**src/rtl/nonbin_class_seq_ctrl_if.sv**
```systemverilog
// Bundle between the training FSM and the class-HV segment sequencer.
// The training side (master) drives the pass request and the inference select.
// The sequencer (slave) drives the class register controls and pass status.
interface nonbin_class_seq_ctrl_if;
    logic       start;
    logic       op_sub;
    logic       abort;
    logic [1:0] infer_sel;
    logic [1:0] class_ctr;
    logic [1:0] nonbin_ctr;
    logic       adjusting_nonbin_class_hvs;
    logic       add_en;
    logic       add_sub;
    logic       busy;
    logic       done;

    modport master (
        output start, op_sub, abort, infer_sel,
        input  class_ctr, nonbin_ctr, adjusting_nonbin_class_hvs,
               add_en, add_sub, busy, done
    );

    modport slave (
        input  start, op_sub, abort, infer_sel,
        output class_ctr, nonbin_ctr, adjusting_nonbin_class_hvs,
               add_en, add_sub, busy, done
    );
endinterface

```
**src/rtl/nonbin_class_seq_ctrl.sv**
```systemverilog
// Read-modify-write sequencer for the segmented nonbinary class-HV register.
// A pass reads segments 0..3 in order, follows each one through the external
// add/subtract datapath with a {valid, index} delay line, and writes it back
// exactly ADD_LATENCY cycles after its read. While idle, the inference select
// is forwarded to the register read select.
module nonbin_class_seq_ctrl #(
    parameter int SEQ_CYCLE_COUNT = 4,
    parameter int ADD_LATENCY     = 2
) (
    input  logic                   clk,
    input  logic                   nrst,
    nonbin_class_seq_ctrl_if.slave bus
);

    typedef enum logic [1:0] {
        IDLE  = 2'd0,
        ISSUE = 2'd1,
        DRAIN = 2'd2
    } state_t;

    localparam logic [1:0]             LAST_SEG  = 2'(SEQ_CYCLE_COUNT - 1);
    // Marks the output stage of the delay line; every other stage is "in flight".
    localparam logic [ADD_LATENCY-1:0] LAST_MASK = ADD_LATENCY'(1) << (ADD_LATENCY - 1);

    state_t                 r_state;
    logic [1:0]             r_classCtr;
    logic                   r_addEn;
    logic                   r_addSub;
    logic                   r_done;
    logic [ADD_LATENCY-1:0] r_pipeValid;
    logic [1:0]             r_pipeIdx [ADD_LATENCY];

    state_t                 w_nextState;
    logic [1:0]             w_classCtrNext;
    logic                   w_addEnNext;
    logic                   w_addSubNext;
    logic                   w_doneNext;
    logic                   w_flush;
    logic                   w_lastWrite;

    // The write leaving the output stage now is the final one when nothing else is in flight
    assign w_lastWrite = ((r_pipeValid & ~LAST_MASK) == '0) && !r_addEn;

    // State register and registered control outputs
    always_ff @(posedge clk or negedge nrst) begin
        if (!nrst) begin
            r_state    <= IDLE;
            r_classCtr <= 2'd0;
            r_addEn    <= 1'b0;
            r_addSub   <= 1'b0;
            r_done     <= 1'b0;
        end else begin
            r_state    <= w_nextState;
            r_classCtr <= w_classCtrNext;
            r_addEn    <= w_addEnNext;
            r_addSub   <= w_addSubNext;
            r_done     <= w_doneNext;
        end
    end

    // Next state and next values of the read-side controls
    always_comb begin
        w_nextState    = r_state;
        w_classCtrNext = r_classCtr;
        w_addEnNext    = 1'b0;
        w_addSubNext   = r_addSub;
        w_doneNext     = 1'b0;
        w_flush        = 1'b0;
        case (r_state)
            IDLE: begin
                w_classCtrNext = bus.infer_sel;
                if (bus.start && !bus.abort) begin
                    w_nextState    = ISSUE;
                    w_classCtrNext = 2'd0;
                    w_addEnNext    = 1'b1;
                    w_addSubNext   = bus.op_sub;
                end
            end
            ISSUE: begin
                if (bus.abort) begin
                    w_nextState    = IDLE;
                    w_flush        = 1'b1;
                    w_classCtrNext = bus.infer_sel;
                end else if (r_classCtr == LAST_SEG) begin
                    w_nextState = DRAIN;
                end else begin
                    w_classCtrNext = r_classCtr + 2'd1;
                    w_addEnNext    = 1'b1;
                end
            end
            DRAIN: begin
                if (bus.abort) begin
                    w_nextState    = IDLE;
                    w_flush        = 1'b1;
                    w_classCtrNext = bus.infer_sel;
                end else if (w_lastWrite) begin
                    w_nextState = IDLE;
                    w_doneNext  = 1'b1;
                end
            end
            default: begin
                w_nextState = IDLE;
                w_flush     = 1'b1;
            end
        endcase
    end

    // Adder-latency delay line; indices only move with a valid entry so the write select holds between passes
    always_ff @(posedge clk or negedge nrst) begin
        if (!nrst) begin
            r_pipeValid <= '0;
            for (int i = 0; i < ADD_LATENCY; i++) begin
                r_pipeIdx[i] <= 2'd0;
            end
        end else if (w_flush) begin
            r_pipeValid <= '0;
        end else begin
            r_pipeValid[0] <= r_addEn;
            if (r_addEn) begin
                r_pipeIdx[0] <= r_classCtr;
            end
            for (int i = 1; i < ADD_LATENCY; i++) begin
                r_pipeValid[i] <= r_pipeValid[i-1];
                if (r_pipeValid[i-1]) begin
                    r_pipeIdx[i] <= r_pipeIdx[i-1];
                end
            end
        end
    end

    assign bus.class_ctr                  = r_classCtr;
    assign bus.add_en                     = r_addEn;
    assign bus.add_sub                    = r_addSub;
    assign bus.done                       = r_done;
    assign bus.busy                       = (r_state != IDLE);
    assign bus.adjusting_nonbin_class_hvs = r_pipeValid[ADD_LATENCY-1];
    assign bus.nonbin_ctr                 = r_pipeIdx[ADD_LATENCY-1];

endmodule
```
**src/flat_wrapper.sv**
```systemverilog
// flat-port wrapper written by rule: the top's interface ports become plain ports
module nonbin_class_seq_ctrl_flat 
#(
    parameter int SEQ_CYCLE_COUNT = 4,
    parameter int ADD_LATENCY     = 2
)
  (clk, nrst, bus_start, bus_op_sub, bus_abort, bus_infer_sel, bus_class_ctr, bus_nonbin_ctr, bus_adjusting_nonbin_class_hvs, bus_add_en, bus_add_sub, bus_busy, bus_done);
  nonbin_class_seq_ctrl_if bus_i ();
  input  logic clk;
  input  logic nrst;
  input wire logic [$bits(bus_i.start)-1:0] bus_start;
  input wire logic [$bits(bus_i.op_sub)-1:0] bus_op_sub;
  input wire logic [$bits(bus_i.abort)-1:0] bus_abort;
  input wire logic [$bits(bus_i.infer_sel)-1:0] bus_infer_sel;
  output wire logic [$bits(bus_i.class_ctr)-1:0] bus_class_ctr;
  output wire logic [$bits(bus_i.nonbin_ctr)-1:0] bus_nonbin_ctr;
  output wire logic [$bits(bus_i.adjusting_nonbin_class_hvs)-1:0] bus_adjusting_nonbin_class_hvs;
  output wire logic [$bits(bus_i.add_en)-1:0] bus_add_en;
  output wire logic [$bits(bus_i.add_sub)-1:0] bus_add_sub;
  output wire logic [$bits(bus_i.busy)-1:0] bus_busy;
  output wire logic [$bits(bus_i.done)-1:0] bus_done;
  assign bus_i.start = bus_start;
  assign bus_i.op_sub = bus_op_sub;
  assign bus_i.abort = bus_abort;
  assign bus_i.infer_sel = bus_infer_sel;
  assign bus_class_ctr = bus_i.class_ctr;
  assign bus_nonbin_ctr = bus_i.nonbin_ctr;
  assign bus_adjusting_nonbin_class_hvs = bus_i.adjusting_nonbin_class_hvs;
  assign bus_add_en = bus_i.add_en;
  assign bus_add_sub = bus_i.add_sub;
  assign bus_busy = bus_i.busy;
  assign bus_done = bus_i.done;
  nonbin_class_seq_ctrl #(.SEQ_CYCLE_COUNT(SEQ_CYCLE_COUNT), .ADD_LATENCY(ADD_LATENCY)) u_core (.clk(clk), .nrst(nrst), .bus(bus_i));
endmodule
```
**config.mk**
```make
export PLATFORM = sky130hd
export DESIGN_NAME = nonbin_class_seq_ctrl_flat
export DESIGN_NICKNAME = d
export VERILOG_FILES = /design/src/rtl/nonbin_class_seq_ctrl_if.sv /design/src/rtl/nonbin_class_seq_ctrl.sv /design/src/flat_wrapper.sv
export SDC_FILE = /design/constraint.sdc
export NUM_CORES = 1
export LEC_CHECK = 0
export CAP_MARGIN = 10
export CORE_MARGIN = 8
export CORE_UTILIZATION = 46
export CTS_BUF_LIST = sky130_fd_sc_hd__clkbuf_4 sky130_fd_sc_hd__clkbuf_8
export DETAILED_ROUTE_END_ITERATION = 8
export HOLD_SLACK_MARGIN = 0.1
export PLACE_DENSITY = 0.76
export RECOVER_POWER = 25
export SETUP_SLACK_MARGIN = 0.5
export SYNTH_ARGS = -nofsm -noshare
export SYNTH_HDL_FRONTEND = slang
export SYNTH_SLANG_ARGS = --single-unit
```
**constraint.sdc**
```tcl
create_clock -name clk -period 1.7 [get_ports clk]
set_clock_uncertainty 0.05 [all_clocks]
set_input_delay 0.17 -clock clk [delete_from_list [all_inputs] [get_ports clk]]
set_output_delay 0.17 -clock clk [all_outputs]
set_load 0.05 [all_outputs]
```
-- Word-level counts from Yosys, hierarchy flattened
Index checks and enable logic that the tools add are counted.
Widths: inputs -> output; s select.
- input bits: 7
- output and inout bits: 9
- word-level logic and storage cells: 53
- bits in registers: 13
- add/sub/neg operators: 1
- reduce and logical (&&, ||, !) cells: 14
- equality and inequality tests: 8
- mux-type cells: 21
- bitwise operators: 1
- operators by type and width (kind ; number):
    $mux 2 ; 10
    $pmux 2 s3 ; 2
    $mux 1 ; 7
    $ne 3x2->1 const B ; 2
    $reduce_and 2->1 ; 3
    $reduce_and 3->1 ; 2
    $eq 2x2->1 const B ; 2
    $logic_not 2->1 ; 2
    $pmux 1 s2 ; 2
    $ne 3x3->1 const B ; 1
    $reduce_bool 3->1 ; 1
    $add 2x1->2 const B ; 1
    $eq 2x1->1 const B ; 1
    $logic_and 1x1->1 ; 2
    $logic_not 1->1 ; 2
    $ne 2x1->1 const B ; 1
    $ne 2x2->1 const B ; 1
    $reduce_bool 2->1 ; 1
    $reduce_or 2->1 ; 1
    $not 1->1 ; 1

-- Depth between registers and ports, before layout
- word-level depth: 5
- depth in mapped cells: 5
- mapped depth without buffers: 5

-- Least setup slack after synthesis
No wires, ideal clock.
- path type: register to register
- from: reg u_core.r_classCtr[0] (netlist: u_core.bus.class_ctr[0])
- to: reg u_core.r_state[0]
- library setup time: 128 ps
- path buffers: 0
- stages on the path, launching flop included: 5
- data arrival time: 1636 ps
- required time: 1522 ps
- path slack: -114 ps
- clock period less this slack: 1814 ps
- path through: dfrtp_1 ha_1 nor2b_1 a222oi_1 mux2_1
- word-level cells in the longest chain between the ends: 3
- RTL lines (item ; RTL line ; RTL):
    from (decl) ; nonbin_class_seq_ctrl.sv:26 ; logic [1:0] r_classCtr;
    from (signal assigned) ; nonbin_class_seq_ctrl.sv:54 ; r_classCtr <= w_classCtrNext;
    $eq 2x2->1 ; nonbin_class_seq_ctrl.sv:84 ; end else if (r_classCtr == LAST_SEG) begin
    $ne 3x2->1 (no line) ; - ;
    $reduce_and 3->1 (no line) ; - ;
    to (signal assigned) ; nonbin_class_seq_ctrl.sv:53 ; r_state <= w_nextState;
    to (decl) ; nonbin_class_seq_ctrl.sv:25 ; state_t r_state;
Every way passes these cells.
A chain may end at the register's enable or synchronous reset.

-- Worst setup path after layout
- from: reg u_core.r_state[0]
- to: reg u_core.r_state[0]
- word-level cells in the longest chain between the ends: 3
- elaborated cells between the ends (all ways): 8
- classes of those cells: eq/ne (5); mux (1); reduce/logical (2)
- RTL lines (item ; RTL line ; RTL):
    $eq 2x2->1, or another cell as far along ; nonbin_class_seq_ctrl.sv:69 ; case (r_state)
    $ne 3x2->1 (no line) or $ne 2x1->1 (tied branches) ; - ;
    $reduce_and 3->1 (no line) ; - ;
Parallel ways exist; a longest one is shown, timed or not.

==> impl_metrics.yaml <==
status:
  status: "complete, but fails checks"
  violations: "setup timing"
floorplan:
  dieArea_um2: 3240
  io_pins: 16
  fp.coreArea_um2: 1540
  std_cell_rows: 14
  dieHeight_um: 56.9
  fp.dieW_um: 56.9
  start_util: 0.499
route:
  drc: 0
  first_pass_iters: 4
  wl_um: 2360
  vias_per_cell: 5.79
  antenna_left: 0
  num_vias: 695
  post_drt_wl_per_cell_um: 19.6
  drtIter0Drc: 23
grt:
  track_usage: 0.141
  grt_pass1_vias: 696
  antenna_found_initial: 0
  grt_pass1_wl_um: 3520
  grt_overflow_total: 0
  grt_max_degree: 14
yosys:
  syn_area_um2: 769
  ys_seq_elements: 13
  synth_compound_area_frac: 0.117
  synthAdderAreaFrac: 0.114
  synth_area_leader_cell: "dfrtp_1"
  synth-xor-area-share: 0
  muxShareOfSynthArea: 0.130
  synth_top_family_by_area: "simple AND/OR/NAND/NOR gates"
  yosysWarnings: 0
  synth_top_area_frac: 0.423
  yosysUniqueCellTypes: 24
  synthCells: 69
  synthSimpleGateAreaFrac: 0.148
  yosysSeqAreaShare: 0.423
  synth_fp_nets: 83
  syn_area_per_cell_um2: 11.2
  synth_area_leaders: "dfrtp_1 (42%), ha_1 (11%), mux2_2 (10%)"
cts:
  cts-root-buf: "clkbuf_4"
  clockBufferDepth: 2
  clk_latency_ps: 290
  cts_tree: "yes"
  clock-sinks: 13
  ctsHtreeMaxLevel: 1
  numCtsBuffers: 3
  cts.clk_slew.worst_paths_ps: 80
critical_path:
  crit_slowest_cell: "dfrtp_1"
  cp.required_ps: 1830
  crit_chain: "inv_2 -> ha_4 -> and2b_1 -> a222oi_1 -> mux2_1"
  worst_setup_path_start_kind: "register"
  cp.arrival_ps: 1860
  end_kind: "register"
  critPathBufInv: 1
  crit_fanout: 4
  max_stage_delay_ps: 420
  cpLargestDelayFamily: "flip-flops"
  criticalPathCategory: "reg -> reg"
cells_and_area:
  seq_area_um2: 330
  n_antenna_cell: 0
  final.fill_count: 74
  syn2layout_area_growth_pct: 69.6
  multiInputGateArea_um2: 583
  final_area_um2: 1310
  drive_gt1_frac: 0.635
  final_nets: 119
pwr:
  p_leak_nw: 0.624
  vdd_drop_max_mv: 1.36
  finalPower_mw: 2.91
  p_per_area_nw_per_um2: 2230
timing:
  setup_slack_ps: -33.1
  rsz0062_at_grt: "true"
  max_slew_margin: 0.578
  hold_violations: 0
  tightest_slew_ps: 631
  setup_viol: 4
  whs_ps: 286
  slew_viol_final: 0
  period_share: 1.02
  timing.setup.tns_ps: -60.4
  max_freq_mhz: 577
  fin_crit_ps: 1730
min_path:
  hp-class: "in -> async"
place:
  post-place-ws_ps: -105
  port_buffers: 15
  placed_area_um2: 1020
  gp_congestion: 0.876
  dp_hpwl_um: 1450
flow_run:
  drv_cap: 0
## timing repair
action                     CTS  global route
gates resized for setup     41             6
hold buffers                 0             0
setup endpoints to repair   15            14
cloned                       0             0
setup buffers                8             5
pin swaps                    9             5
## sequential cells by signal (all words and copies together) (netlist names)
register,flops
u_core.bus.nonbin_ctr,2
u_core.r_state,2
u_core.r_pipeValid,2
u_core.bus.add_en,1
u_core.bus.class_ctr,2
u_core.bus.add_sub,1
u_core.r_pipeIdx,2
u_core.bus.done,1
## placed cells by master, fill, tap and decap left out, types with 2 or more instances in the layout
cell type        Yosys  layout
nand2_1              3       2
dfrtp_1             13       9
clkdlybuf4s50_1      0       4
inv_1                8       5
inv_4                0       2
clkbuf_4             0       4
buf_6                0       8
and2b_1              3       2
nor3b_2              0       2
buf_4                3      17
dfrtp_2              0       4
ha_4                 0       6
o21ai_4              0       2
mux2_4               0       7
a222oi_1             2       2
buf_2                0       2
## metrics by stage
step | instances | utilization
final | 120 | 0.847
after global routing | 120 | 0.847
after CTS | 115 | 0.800
after detailed placement | 103 | 0.662
after global placement | 103 | 0.662
after floorplan | 69 | -
## synth_stat cells
master and number:
dfrtp_1 13, inv_1 8, ha_1 7, mux2_2 7, a21oi_1 3, and2b_1 3
buf_4 3, nand2_1 3, nor2b_1 3, a222oi_1 2, nor3b_1 2, o21ai_1 2
o32ai_1 2, a221oi_1 1, mux2_1 1, mux2i_1 1, nand2b_1 1, nand2b_4 1
nand4bb_1 1, nor2_1 1, nor3_1 1, o21ba_2 1, o221ai_1 1, or2_1 1
## metal layers
metal | share of wire | vias up | GRT usage | wire [um]
met5 | 0 | - | 0 | 0
met4 | 0.031 | 0 | 0.0906 | 73
met3 | 0.070 | 7 | 0.0292 | 166
met2 | 0.53 | 35 | 0.248 | 1250
met1 | 0.37 | 342 | 0.146 | 865
li1 | - | 311 | - | -
## power by group
part           switching (mW)  total, mW  internal, mW
Sequential              0.129      0.572         0.444
Clock                   0.105      0.212         0.107
Combinational            1.05       2.13          1.07
## final timing paths
path                                                      start                                   end  slack (ps)  cells past startpoint
worst max-delay path              u_core.r_state[0]$_DFFE_PN0P_         u_core.r_state[0]$_DFFE_PN0P_         -30                      5
worst min-delay path                                       nrst       u_core.r_pipeValid[0]$_DFF_PN0_         290                      1
worst max register to register    u_core.r_state[0]$_DFFE_PN0P_         u_core.r_state[0]$_DFFE_PN0P_         -30                      5
worst min register to register  u_core.r_pipeIdx[3]$_DFFE_PN0P_  u_core.bus.nonbin_ctr[1]$_DFFE_PN0P_         460                      1
max in group asynchronous                                  nrst   u_core.bus.class_ctr[1]$_DFFE_PN0P_         860                      1
min in group clk                                      bus_abort           u_core.bus.add_en$_DFF_PN0_         340                      3
## logic make-up (layout without fill, tap and decap cells)
kind of cell | Yosys count | count (layout)
adder cells (fa/ha/maj) | 7 | 7
multiplexers | 9 | 9
AO/OA/AOI/OAI | 12 | 12
buffers and inverters | 11 | 46
flip-flops | 13 | 13
AND/OR/NAND/NOR | 17 | 17
## final cells by class
type / count / area share
clock buffers: 4 / 0.0230
repair buffers: 34 / 0.235
multi-input cells: 45 / 0.447
flip-flops and latches: 13 / 0.253
well taps: 16 / 0.0153
inverters: 8 / 0.0268
(Power assumes the default switching activity.)
